--- config.mk ---
export PLATFORM = sky130hd
export DESIGN_NAME = regfile_master
export DESIGN_NICKNAME = d
export VERILOG_FILES = /design/src/rtl/regfile_master.sv
export SDC_FILE = /design/constraint.sdc
export NUM_CORES = 1
export LEC_CHECK = 0
export ABC_AREA = 1
export CAP_MARGIN = 20
export CORE_UTILIZATION = 25
export DETAILED_ROUTE_END_ITERATION = 8
export GPL_TIMING_DRIVEN = 0
export PLACE_DENSITY_LB_ADDON = 0.3
export SLEW_MARGIN = 20
export SYNTH_ARGS = -nofsm -noshare
export SYNTH_HDL_FRONTEND = slang
export SYNTH_SLANG_ARGS = --single-unit
--- constraint.sdc ---
create_clock -name clk -period 2.84 [get_ports clk]
set_input_delay 0.568 -clock clk [delete_from_list [all_inputs] [get_ports clk]]
set_output_delay 0.568 -clock clk [all_outputs]
set_load 0.1 [all_outputs]
--- src/rtl/regfile_master.sv ---
// regfile_master: multi-cycle initiator for the processor register-file port.
// Accepts one read or write request at a time, sequences setup / pc-step /
// capture on the rf_* lines, returns read data over a valid/ready channel and
// keeps saturating access counters for bring-up.
module regfile_master #(
  parameter int unsigned NUM_REGS = 16,
  parameter int unsigned IDX_W    = $clog2(NUM_REGS),
  parameter int unsigned DATA_W   = 8,
  parameter int unsigned STAT_W   = 16
) (
  input  logic              clk,
  input  logic              rst_n,
  // request channel
  input  logic              req_valid,
  output logic              req_ready,
  input  logic              req_write,
  input  logic [IDX_W-1:0]  req_waddr,
  input  logic [DATA_W-1:0] req_wdata,
  input  logic [IDX_W-1:0]  req_raddr1,
  input  logic [IDX_W-1:0]  req_raddr2,
  // response channel
  output logic              rsp_valid,
  input  logic              rsp_ready,
  output logic [DATA_W-1:0] rsp_data1,
  output logic [DATA_W-1:0] rsp_data2,
  output logic              rsp_err,
  // register-file port
  output logic [2:0]        rf_pc,
  output logic              rf_mem_w,
  output logic              rf_mem_r,
  output logic              rf_alu_op,
  output logic [IDX_W-1:0]  rf_waddr,
  output logic [IDX_W-1:0]  rf_raddr1,
  output logic [IDX_W-1:0]  rf_raddr2,
  output logic [DATA_W-1:0] rf_wdata,
  input  logic [DATA_W-1:0] rf_rdata1,
  input  logic [DATA_W-1:0] rf_rdata2,
  // status
  output logic [STAT_W-1:0] wr_count,
  output logic [STAT_W-1:0] rd_count,
  output logic              busy
);

  typedef enum logic [1:0] {StIdle, StSetup, StStrobe, StResp} state_e;

  localparam logic [STAT_W-1:0] StatMax = {STAT_W{1'b1}};

  state_e state_q;
  logic   op_write_q;
  logic   wr_idx_ok;
  logic   rd_idx_ok;

  // Range-check incoming indices; the attached file may hold fewer than 2**IDX_W registers.
  always_comb begin
    wr_idx_ok = 32'(req_waddr) < NUM_REGS;
    rd_idx_ok = (32'(req_raddr1) < NUM_REGS) && (32'(req_raddr2) < NUM_REGS);
  end

  // Sequencer: every output is a register updated alongside the state. The rf_* address/data
  // lines double as the latched request, so they are loaded at acceptance and visible in SETUP.
  always_ff @(posedge clk or negedge rst_n) begin
    if (!rst_n) begin
      state_q    <= StIdle;
      op_write_q <= 1'b0;
      req_ready  <= 1'b0;
      rsp_valid  <= 1'b0;
      rsp_data1  <= '0;
      rsp_data2  <= '0;
      rsp_err    <= 1'b0;
      rf_pc      <= '0;
      rf_mem_w   <= 1'b0;
      rf_mem_r   <= 1'b0;
      rf_alu_op  <= 1'b0;
      rf_waddr   <= '0;
      rf_raddr1  <= '0;
      rf_raddr2  <= '0;
      rf_wdata   <= '0;
      wr_count   <= '0;
      rd_count   <= '0;
      busy       <= 1'b0;
    end else begin
      unique case (state_q)
        StIdle: begin
          req_ready <= 1'b1;
          // req_ready is still 0 in the first cycle after reset, so nothing is taken then.
          if (req_valid && req_ready) begin
            if (req_write) begin
              // Out-of-range write is swallowed: no trigger, no count, stay ready.
              if (wr_idx_ok) begin
                op_write_q <= 1'b1;
                rf_waddr   <= req_waddr;
                rf_wdata   <= req_wdata;
                rf_raddr1  <= req_raddr1;
                rf_raddr2  <= req_raddr2;
                rf_mem_w   <= 1'b1;
                rf_alu_op  <= 1'b1;
                rf_mem_r   <= 1'b0;
                req_ready  <= 1'b0;
                busy       <= 1'b1;
                state_q    <= StSetup;
              end
            end else if (rd_idx_ok) begin
              op_write_q <= 1'b0;
              rf_waddr   <= req_waddr;
              rf_wdata   <= req_wdata;
              rf_raddr1  <= req_raddr1;
              rf_raddr2  <= req_raddr2;
              rf_mem_r   <= 1'b1;
              rf_alu_op  <= 1'b0;
              rf_mem_w   <= 1'b0;
              req_ready  <= 1'b0;
              busy       <= 1'b1;
              state_q    <= StSetup;
            end else begin
              // Out-of-range read: answer straight away with an error and zero data.
              op_write_q <= 1'b0;
              rsp_valid  <= 1'b1;
              rsp_err    <= 1'b1;
              rsp_data1  <= '0;
              rsp_data2  <= '0;
              req_ready  <= 1'b0;
              busy       <= 1'b1;
              state_q    <= StResp;
            end
          end
        end

        StSetup: begin
          // Mode lines are already up, so the step below always fires a real access.
          rf_pc   <= rf_pc + 3'd1;
          state_q <= StStrobe;
        end

        StStrobe: begin
          rf_mem_w  <= 1'b0;
          rf_mem_r  <= 1'b0;
          rf_alu_op <= 1'b0;
          if (op_write_q) begin
            if (wr_count != StatMax) begin
              wr_count <= wr_count + STAT_W'(1);
            end
            req_ready <= 1'b1;
            busy      <= 1'b0;
            state_q   <= StIdle;
          end else begin
            rsp_data1 <= rf_rdata1;
            rsp_data2 <= rf_rdata2;
            rsp_err   <= 1'b0;
            rsp_valid <= 1'b1;
            state_q   <= StResp;
          end
        end

        StResp: begin
          // rsp_valid is always high here; data and err are held until the handshake.
          if (rsp_ready) begin
            rsp_valid <= 1'b0;
            if (rd_count != StatMax) begin
              rd_count <= rd_count + STAT_W'(1);
            end
            req_ready <= 1'b1;
            busy      <= 1'b0;
            state_q   <= StIdle;
          end
        end

        default: begin
          state_q <= StIdle;
        end
      endcase
    end
  end

endmodule

==> results of run 1 <==
worst paths after layout:
path                             startpoint            to
min in group clk                   rf_pc[2]      rf_pc[2]
worst min-delay path                  rst_n   rd_count[8]
worst max register to register  rd_count[0]  rd_count[10]
max in group asynchronous             rst_n   wr_count[4]
worst min register to register     rf_pc[2]      rf_pc[2]
worst max-delay path            wr_count[2]   wr_count[2]
worst register-to-register path, stage by stage, from the launching register on:
cell and delay (ns):
dfrtp_1 0.45, ha_1 0.25, inv_1 0.08, nor2_2 0.23
nand2_1 0.13, nor2_2 0.16, nor2_2 0.09, buf_2 0.20
nand2_1 0.09, nand2_1 0.05
final cells by class:
type / instances / share of cell area (%)
inverters: 37 / 2.60
repair buffers: 118 / 21.8
clock inverters: 1 / 0.0911
plain buffers: 11 / 1.28
flip-flops and latches: 79 / 36.0
clock buffers: 14 / 4.63
well taps: 184 / 4.19
multi-input cells: 342 / 29.4
stage by stage:
stage / cells / instance area (sq um) / hold slack, ns
finish: 786 / 5490 / 0.188
global route: 786 / 5490 / 0.224
CTS: 786 / 5490 / 0.204
detailed placement: 771 / 5230 / 0.469
global placement: 770 / 5210 / 0.460
floorplan: 469 / 3810 / 0.272
state kept, by name (all words and copies together) (netlist names):
| name | cells |
|---|---|
| busy | 1 |
| op_write_q | 1 |
| rd_count | 16 |
| req_ready | 1 |
| rf_alu_op | 1 |
| rf_mem_r | 1 |
| rf_pc | 3 |
| rf_raddr1 | 4 |
| rf_raddr2 | 4 |
| rf_waddr | 4 |
| rf_wdata | 8 |
| rsp_data1 | 8 |
| rsp_data2 | 8 |
| rsp_valid | 1 |
| state_q | 2 |
| wr_count | 16 |
cell usage in the layout (no fill, tap or decap), types with 5 or more instances in the layout:
master           synthesis  layout
clkbuf_1                 4       8
clkbuf_16                0       9
clkdlybuf4s50_1          0     116
dfrtp_1                 79      79
inv_1                   35      35
mux2_2                  16      16
nand2_1                221     221
nand3_1                 19      19
nand4_1                  8       8
nor2_1                  31      31
nor2_2                   5       5
o21ai_0                 14      14
xnor2_1                 12      12
routing by layer:
layer  part of all wire [%]  vias up  global-route usage, %  wire, um
li1                       -     1713                      -         -
met1                     46     1593                   17.2      4450
met2                     47       86                   21.6      4560
met3                    5.3       12                   3.68       515
met4                    1.9        0                   6.10       183
met5                      0        -                      0         0
cell families (layout without fill, tap and decap cells):
group / Yosys count / count (layout)
muxes: 16 / 16
DFF: 79 / 79
xor gates and xnor gates: 15 / 15
buffers and inverters: 48 / 181
AOI/OAI and AO/OA: 17 / 17
other: 1 / 1
adders and majority gates: 3 / 3
and+or+nand+nor: 290 / 290
==> results.txt, run 1 <==
Final Hold Fails - 0
Post-Syn Instances - 469
FF+latch count, synth - 79
Status - complete, but fails checks
Worst setup margin - 0.260 ns
Synthesis warning total - 0
Post-synth top area share - 51.9%
Largest cells by area after synthesis - dfrtp_1 52%, nand2_1 22%, mux2_2 4.7%
Worst Skew - 0.00583 ns
Drt first-iter violations - 222
Setup CP Type - reg -> out
Setup-failing EPs final - 0
Row count - 44
Slowest-stage cell, CP - clkdlybuf4s50_1
Highest Clock Rate - 388 MHz
Clk buf depth - 2
Die Area - 15700 sq um
# nets final - 642
CTS sink cnt - 79
Ports - 119
Synth Area in Simple Gates - 30.7%
Most frequent cells after synthesis - 221 x nand2_1, 79 x dfrtp_1, 35 x inv_1
CP Cell Sequence - clkdlybuf4s50_1
Violated checks - design-rule violations
Root Driver - clkbuf_16
Avg Cell Area, Syn - 8.12 sq um
Top_reg_cell synth - dfrtp_1
Grt total ovfl - 0
Crit-path leading delay family - buffers and inverters
Vias in the first global route - 3499
Largest family of logic cells by synthesized area - simple AND/OR/NAND/NOR gates
Largest net degree at the start of global routing - 46
CP Depth - 1
Min-Delay Path Class - in -> async
Area growth from synthesis to layout - 44.3%
# diodes - 0
CTS Hold Bufs - 0
Gr usage total - 13.6%
Area of the multi-input gates - 1620 sq um
Number of post-CTS setup repair buffers - 0
Critical path fanouts, max - 7
Post-Synth XOR/XNOR Area - 3.45%
Reg2Reg Depth - 9
Area leader, netlist - dfrtp_1
Die width - 125 um
Synth Area in Compound Gates - 2.53%
Post-DP HPWL - 7.29 mm
DR vias - 3404
Slew HR - 31.6%
Worst setup EP type - output port
Register area share after synthesis - 51.9%
Residual DRC - 9
Worst Max-Slew Pin Slew - 1.02 ns
Port-buffer cells - 117
Reg area - 1980 sq um
Arrival time at the worst endpoint - 2.01 ns
RSZ-0062 raised after global routing - false
Crit start category - register
Adder-Cell Fraction of Synth Area - 0.986%
Most common cell in the netlist - nand2_1
Worst Path Buf+Inv - 1
Synthesized area - 3810 sq um
Vias per inst - 4.33
Number of max-cap violations - 0
DRT Pass-1 Iters - 7
Area of the core - 14700 sq um
Post-synth ARST share - 100%
Post-place setup slack - 0.608 ns
Period utilization - 90.9%
Gpl congestion - 0.809
H-tree depth - 3
Filler cell count - 1519
Crit-path max cell delay - 1.19 ns
Util after Layout - 37.4%
Tmin final - 2.58 ns
Clock transition at path regs - 0.06 ns
Syn Nets - 513
Share of layout cells above drive strength 1 - 8.14%
CTS tree - done
WL/cell - 12.4 um
Post-Route Setup TNS - 0 ns
Clock latency at the later pin of the worst-skew pair - 0.34 ns
CP Data Required Time - 2.27 ns
Die height - 125 um
Count of cell types in the netlist - 25
ANT nets after route - 0
Initial antenna violation count - 0
Mux contribution to synthesized area - 4.73%
Final slew viol count - 0
Number of synthesized flops with an enable pin - 0
Number of gates resized after CTS - 0
First-pass GRT wire length - 16.9 mm
Number of buffers created by CTS - 9
WL final - 9.71 mm
R2R setup slack - 1.01 ns
Initial Util - 25.9%
Power of run 1 is left out: the tool's default activity adds up to more than one toggle a clock period on the data nets, which glitch-free logic cannot reach.
==> run 2, diff against run 1 <==
Settings changed: CORE_UTILIZATION 25 to 42.
==> run 2 against run 1 <==
  * Clock skew up 0.0087 ns
  * Via count up 0.38%
  * Highest routed layer unchanged
  * Clock-buffer cell count down 5
  * Largest cell class unchanged
  * Cell count down 9.5%
  * Worst setup slack worse by 0.0085 ns
  * The flow now finishes without violations
  * Core utilization up 23 points
  * First-iteration DRC count down 54%
  * Non-clock buffer count unchanged
  * Register-to-register slack better by 0.03 ns
  * Cell area down 3.3%
==> results.txt, run 2 (synthesized netlist as in run 1, its figures left out) <==
Ports - 119 (unchanged)
Number of gates resized after CTS - 0 (unchanged)
Port-buffer cells - 117 (unchanged)
Tmin final - 2.59 ns (+0.00850 ns)
Filler cell count - 808 (-47%)
WL final - 8.94 mm (-7.9%)
Share of layout cells above drive strength 1 - 8.96% (+0.82 points)
Critical Path End - wr_count[2]
Setup CP Type - reg -> out
Vias per inst - 4.81 (+11%)
DR vias - 3417 (+0.38%)
Highest Clock Rate - 386 MHz (-0.33%)
Largest regs - rd_count (16), wr_count (16)
Worst Skew - 0.0145 ns (+0.00868 ns)
Number of post-CTS setup repair buffers - 0 (unchanged)
Worst Path Buf+Inv - 1 (unchanged)
Most common cell after layout, fill and taps aside - nand2_1
# nets final - 642 (unchanged)
Number of buffers created by CTS - 9 (unchanged)
Worst Setup SP - wr_count[2]
Reg2reg end - rd_count[5]
Initial antenna violation count - 0 (unchanged)
Min-Delay Path Class - in -> async
CTS Hold Bufs - 0 (unchanged)
Critical path fanouts, max - 7 (unchanged)
WL/cell - 12.6 um (+1.8%)
Slowest-stage cell, CP - clkdlybuf4s50_1
Crit start category - register
H-tree depth - 3 (unchanged)
Gr usage total - 20.1% (+6.5 points)
Die width - 97.2 um (-22%)
Final slew viol count - 0 (unchanged)
Clk buf depth - 2 (unchanged)
Arrival time at the worst endpoint - 2.02 ns (about the same)
Setup-failing EPs final - 0 (unchanged)
Residual DRC - 0 (-9)
Worst setup EP type - output port
Clock latency at the later pin of the worst-skew pair - 0.36 ns (+0.02 ns)
CTS tree - done
Reg2Reg Depth - 9 (unchanged)
RSZ-0062 raised after global routing - false
Die Area - 9450 sq um (-40%)
Number of max-cap violations - 0 (unchanged)
Root Driver - clkbuf_8
Status - finished clean
Launch point of the worst reg-to-reg path - rd_count[0]
Initial Util - 43.4% (+18 points)
Period utilization - 91.2% (+0.30 points)
Worst Max-Slew Pin Slew - 1.02 ns (-0.00753 ns)
Die height - 97.2 um (-22%)
Area of the core - 8760 sq um (-40%)
Grt total ovfl - 0 (unchanged)
CP Data Required Time - 2.27 ns (about the same)
Largest net degree at the start of global routing - 49 (+6.5%)
Commonest cells after routing, fill and taps aside - 221 x nand2_1, 116 x clkdlybuf4s50_1, 79 x dfrtp_1
First-pass GRT wire length - 15.5 mm (-8.2%)
Drt first-iter violations - 103 (-54%)
R2R setup slack - 1.04 ns (+0.03 ns)
Vias in the first global route - 3363 (-3.9%)
ANT nets after route - 0 (unchanged)
CTS sink cnt - 79 (unchanged)
Crit-path leading delay family - buffers and inverters
Slew HR - 32.1% (+0.50 points)
DRT Pass-1 Iters - 4 (-3)
Crit-path max cell delay - 1.19 ns (about the same)
Post-placement cell count - 695 (-9.9%)
# diodes - 0 (unchanged)
CP Depth - 1 (unchanged)
Post-DP HPWL - 6.55 mm (-10%)
Final Hold Fails - 0 (unchanged)
Gpl congestion - 0.853 (+5.4%)
Row count - 34 (-23%)
Area growth from synthesis to layout - 39.5%
Clock transition at path regs - 0.10 ns (+0.04 ns)
CP Cell Sequence - clkdlybuf4s50_1
Fin cells - 711 (-9.5%)
-- run 2: cell types whose count changed in the layout (fill, tap and decap cells not counted) --
cell,previous run,this run
clkbuf_16,9,0
clkbuf_8,1,9
clkbuf_1,8,4
clkinv_4,0,2
clkinvlp_4,0,2
inv_6,0,2
buf_12,0,1
buf_16,1,0
-- run 2: worst min-delay path by stage --
stage                 startpoint            to  depth (start not counted)
global placement    rf_raddr2[3]  rf_raddr2[3]                          2
finish                     rst_n  rd_count[10]                          1
floorplan                  rst_n          busy                          0
detailed placement  rf_raddr2[0]  rf_raddr2[0]                          2
global route               rst_n  rd_count[10]                          1
CTS                        rst_n  rd_count[10]                          1
-- run 2: cell type report --
cell class / instances / area, sq um / share of cell area (%)
sequential: 79 / 1980 / 37.2
multi-input combinational: 342 / 1620 / 30.5
timing repair buffer: 118 / 1190 / 22.4
inverter: 37 / 143 / 2.69
tap: 108 / 135 / 2.55
clock buffer: 9 / 124 / 2.33
buffer: 11 / 70.1 / 1.32
clock inverter: 7 / 55.1 / 1.04
-- run 2: through the flow --
stage / instance area, sq um / setup TNS, ns / utilization, % / hold WS, ns / worst slack [ns]
global route: 5310 / 0 / 60.6 / 0.276 / 0.192
CTS: 5310 / 0 / 60.6 / 0.236 / 0.239
global placement: 5110 / -132.78 / 58.3 / 0.461 / -1.69
floorplan: 3810 / 0 / - / 0.272 / 0.550
detailed placement: 5130 / 0 / 58.5 / 0.465 / 0.632
finish: 5310 / 0 / 60.6 / 0.219 / 0.251
-- run 2: per-layer routing --
layer / share of wire (%) / vias up / track usage, % / wire [um]
li1: - / 1705 / - / -
met1: 44 / 1604 / 25.5 / 3950
met2: 48 / 98 / 33.2 / 4300
met3: 6.4 / 10 / 5.04 / 574
met4: 1.4 / 0 / 7.00 / 126
met5: 0 / - / 0 / 0
Power of run 2 is left out for the same reason.
==> run 3, diff against run 2 <==
Settings changed: CAP_MARGIN 20 to 10, RECOVER_POWER set to 50.
==> run 3 against run 2 <==
  * Via count decreased by 0.41%
  * Fmax increased by 0.53%
  * Non-clock buffer count unchanged
  * Die area unchanged
  * Core utilization decreased by 0.51 points
  * Clock skew decreased by 0.0035 ns
  * Sequential share of layout area increased by 0.32 points
  * Cell count unchanged
  * First-iteration DRC count unchanged
  * Hold slack improved by 0.22 ns
  * Worst setup slack improved by 0.014 ns
  * Wire length decreased by 0.15%
==> results.txt, run 3 (synthesized netlist as in run 1, its figures left out) <==
Worst Skew - 0.0110 ns (-0.00346 ns)
Ports - 119 (unchanged)
Final slew viol count - 0 (unchanged)
DRT Pass-1 Iters - 4 (unchanged)
CTS tree - done
Period utilization - 90.7% (-0.48 points)
Slowest-stage cell, CP - clkdlybuf4s50_1
First-pass GRT wire length - 15.5 mm (unchanged)
Initial Util - 43.4% (unchanged)
Worst Path Buf+Inv - 1 (unchanged)
Clock transition at path regs - 0.09 ns (about the same)
Arrival time at the worst endpoint - 2.01 ns (about the same)
CP Cell Sequence - clkdlybuf4s50_1
Slew HR - 21.0% (-11 points)
CP Data Required Time - 2.27 ns (about the same)
Number of buffers created by CTS - 9 (unchanged)
Commonest cells after routing, fill and taps aside - 222 x nand2_1, 115 x clkdlybuf4s50_1, 79 x dfrtp_1
Number of max-cap violations - 0 (unchanged)
Row count - 34 (unchanged)
Critical path fanouts, max - 7 (unchanged)
Status - finished clean
Area of the multi-input gates - 1590 sq um (-1.6%)
Worst Max-Slew Pin Slew - 1.18 ns (+0.170 ns)
Min-Delay Path Class - in -> async
Crit start category - register
Area of the core - 8760 sq um (unchanged)
DR vias - 3403 (-0.41%)
Root Driver - clkbuf_8
Initial antenna violation count - 0 (unchanged)
RSZ-0062 raised after global routing - false
Gpl congestion - 0.853 (unchanged)
Most common cell after layout, fill and taps aside - nand2_1
CTS sink cnt - 79 (unchanged)
Die height - 97.2 um (unchanged)
Clock latency at the later pin of the worst-skew pair - 0.35 ns (about the same)
ANT nets after route - 0 (unchanged)
Vias per inst - 4.79 (-0.41%)
Fin cells - 711 (unchanged)
Die width - 97.2 um (unchanged)
Number of post-CTS setup repair buffers - 0 (unchanged)
Highest Clock Rate - 388 MHz (+0.53%)
Share of layout cells above drive strength 1 - 7.79% (-1.2 points)
Post-placement cell count - 695 (unchanged)
Crit-path leading delay family - buffers and inverters
# diodes - 0 (unchanged)
# nets final - 642 (unchanged)
Crit-path max cell delay - 1.18 ns (about the same)
Reg area - 1980 sq um (unchanged)
Worst setup margin - 0.265 ns (+0.0136 ns)
Area growth from synthesis to layout - 38.3%
Post-Route Setup TNS - 0 ns (unchanged)
Setup CP Type - reg -> out
Final Hold Fails - 0 (unchanged)
Filler cell count - 817 (+1.1%)
Residual DRC - 0 (unchanged)
Setup-failing EPs final - 0 (unchanged)
WL final - 8.93 mm (-0.15%)
WL/cell - 12.6 um (-0.15%)
Drt first-iter violations - 103 (unchanged)
Vias in the first global route - 3363 (unchanged)
Largest net degree at the start of global routing - 49 (unchanged)
Worst setup EP type - output port
Post-place setup slack - 0.632 ns (unchanged)
Post-DP HPWL - 6.55 mm (unchanged)
Grt total ovfl - 0 (unchanged)
Port-buffer cells - 117 (unchanged)
H-tree depth - 3 (unchanged)
Gr usage total - 20.1% (unchanged)
Tmin final - 2.58 ns (-0.0136 ns)
CTS Hold Bufs - 0 (unchanged)
Largest regs - rd_count (16), wr_count (16)
Die Area - 9450 sq um (unchanged)
Number of gates resized after CTS - 0 (unchanged)
Clk buf depth - 2 (unchanged)
[run 3: metrics by stage]
stage | instance area (sq um) | util (%) | hold WS, ns
floorplan | 3810 | - | 0.272
global placement | 5110 | 58.3 | 0.461
detailed placement | 5130 | 58.5 | 0.465
CTS | 5310 | 60.6 | 0.236
global route | 5260 | 60.1 | 0.517
finish | 5260 | 60.1 | 0.439
[run 3: area by class of cell]
cell class | instances | area share, %
buffer | 11 | 1.31
inverter | 37 | 2.71
clock inverter | 7 | 1.05
sequential | 79 | 37.6
timing repair buffer | 118 | 22.2
tap | 108 | 2.57
clock buffer | 9 | 2.35
multi-input combinational | 342 | 30.2
[run 3: metal layers]
layer,vias up,global-route usage (%),part of all wire [%]
li1,1704,-,-
met1,1589,25.5,44
met2,100,33.2,48
met3,10,5.04,6.8
met4,0,7.00,1.4
met5,-,0,0
[run 3: worst paths after layout]
| path | from | depth (start not counted) | slack, ns | endpoint |
|---|---|---|---|---|
| setup / recovery | wr_count[2] | 1 | 0.26 | wr_count[2] |
| hold / removal | rst_n | 1 | 0.44 | rd_count[10] |
| setup reg to reg | wr_count[0] | 9 | 0.63 | wr_count[7] |
| hold reg to reg | rf_pc[2] | 1 | 0.49 | rf_pc[2] |
| max in group asynchronous | rst_n | 2 | 0.98 | rf_wdata[2] |
| min in group clk | rf_pc[2] | 1 | 0.49 | rf_pc[2] |
Power of run 3 is left out for the same reason.
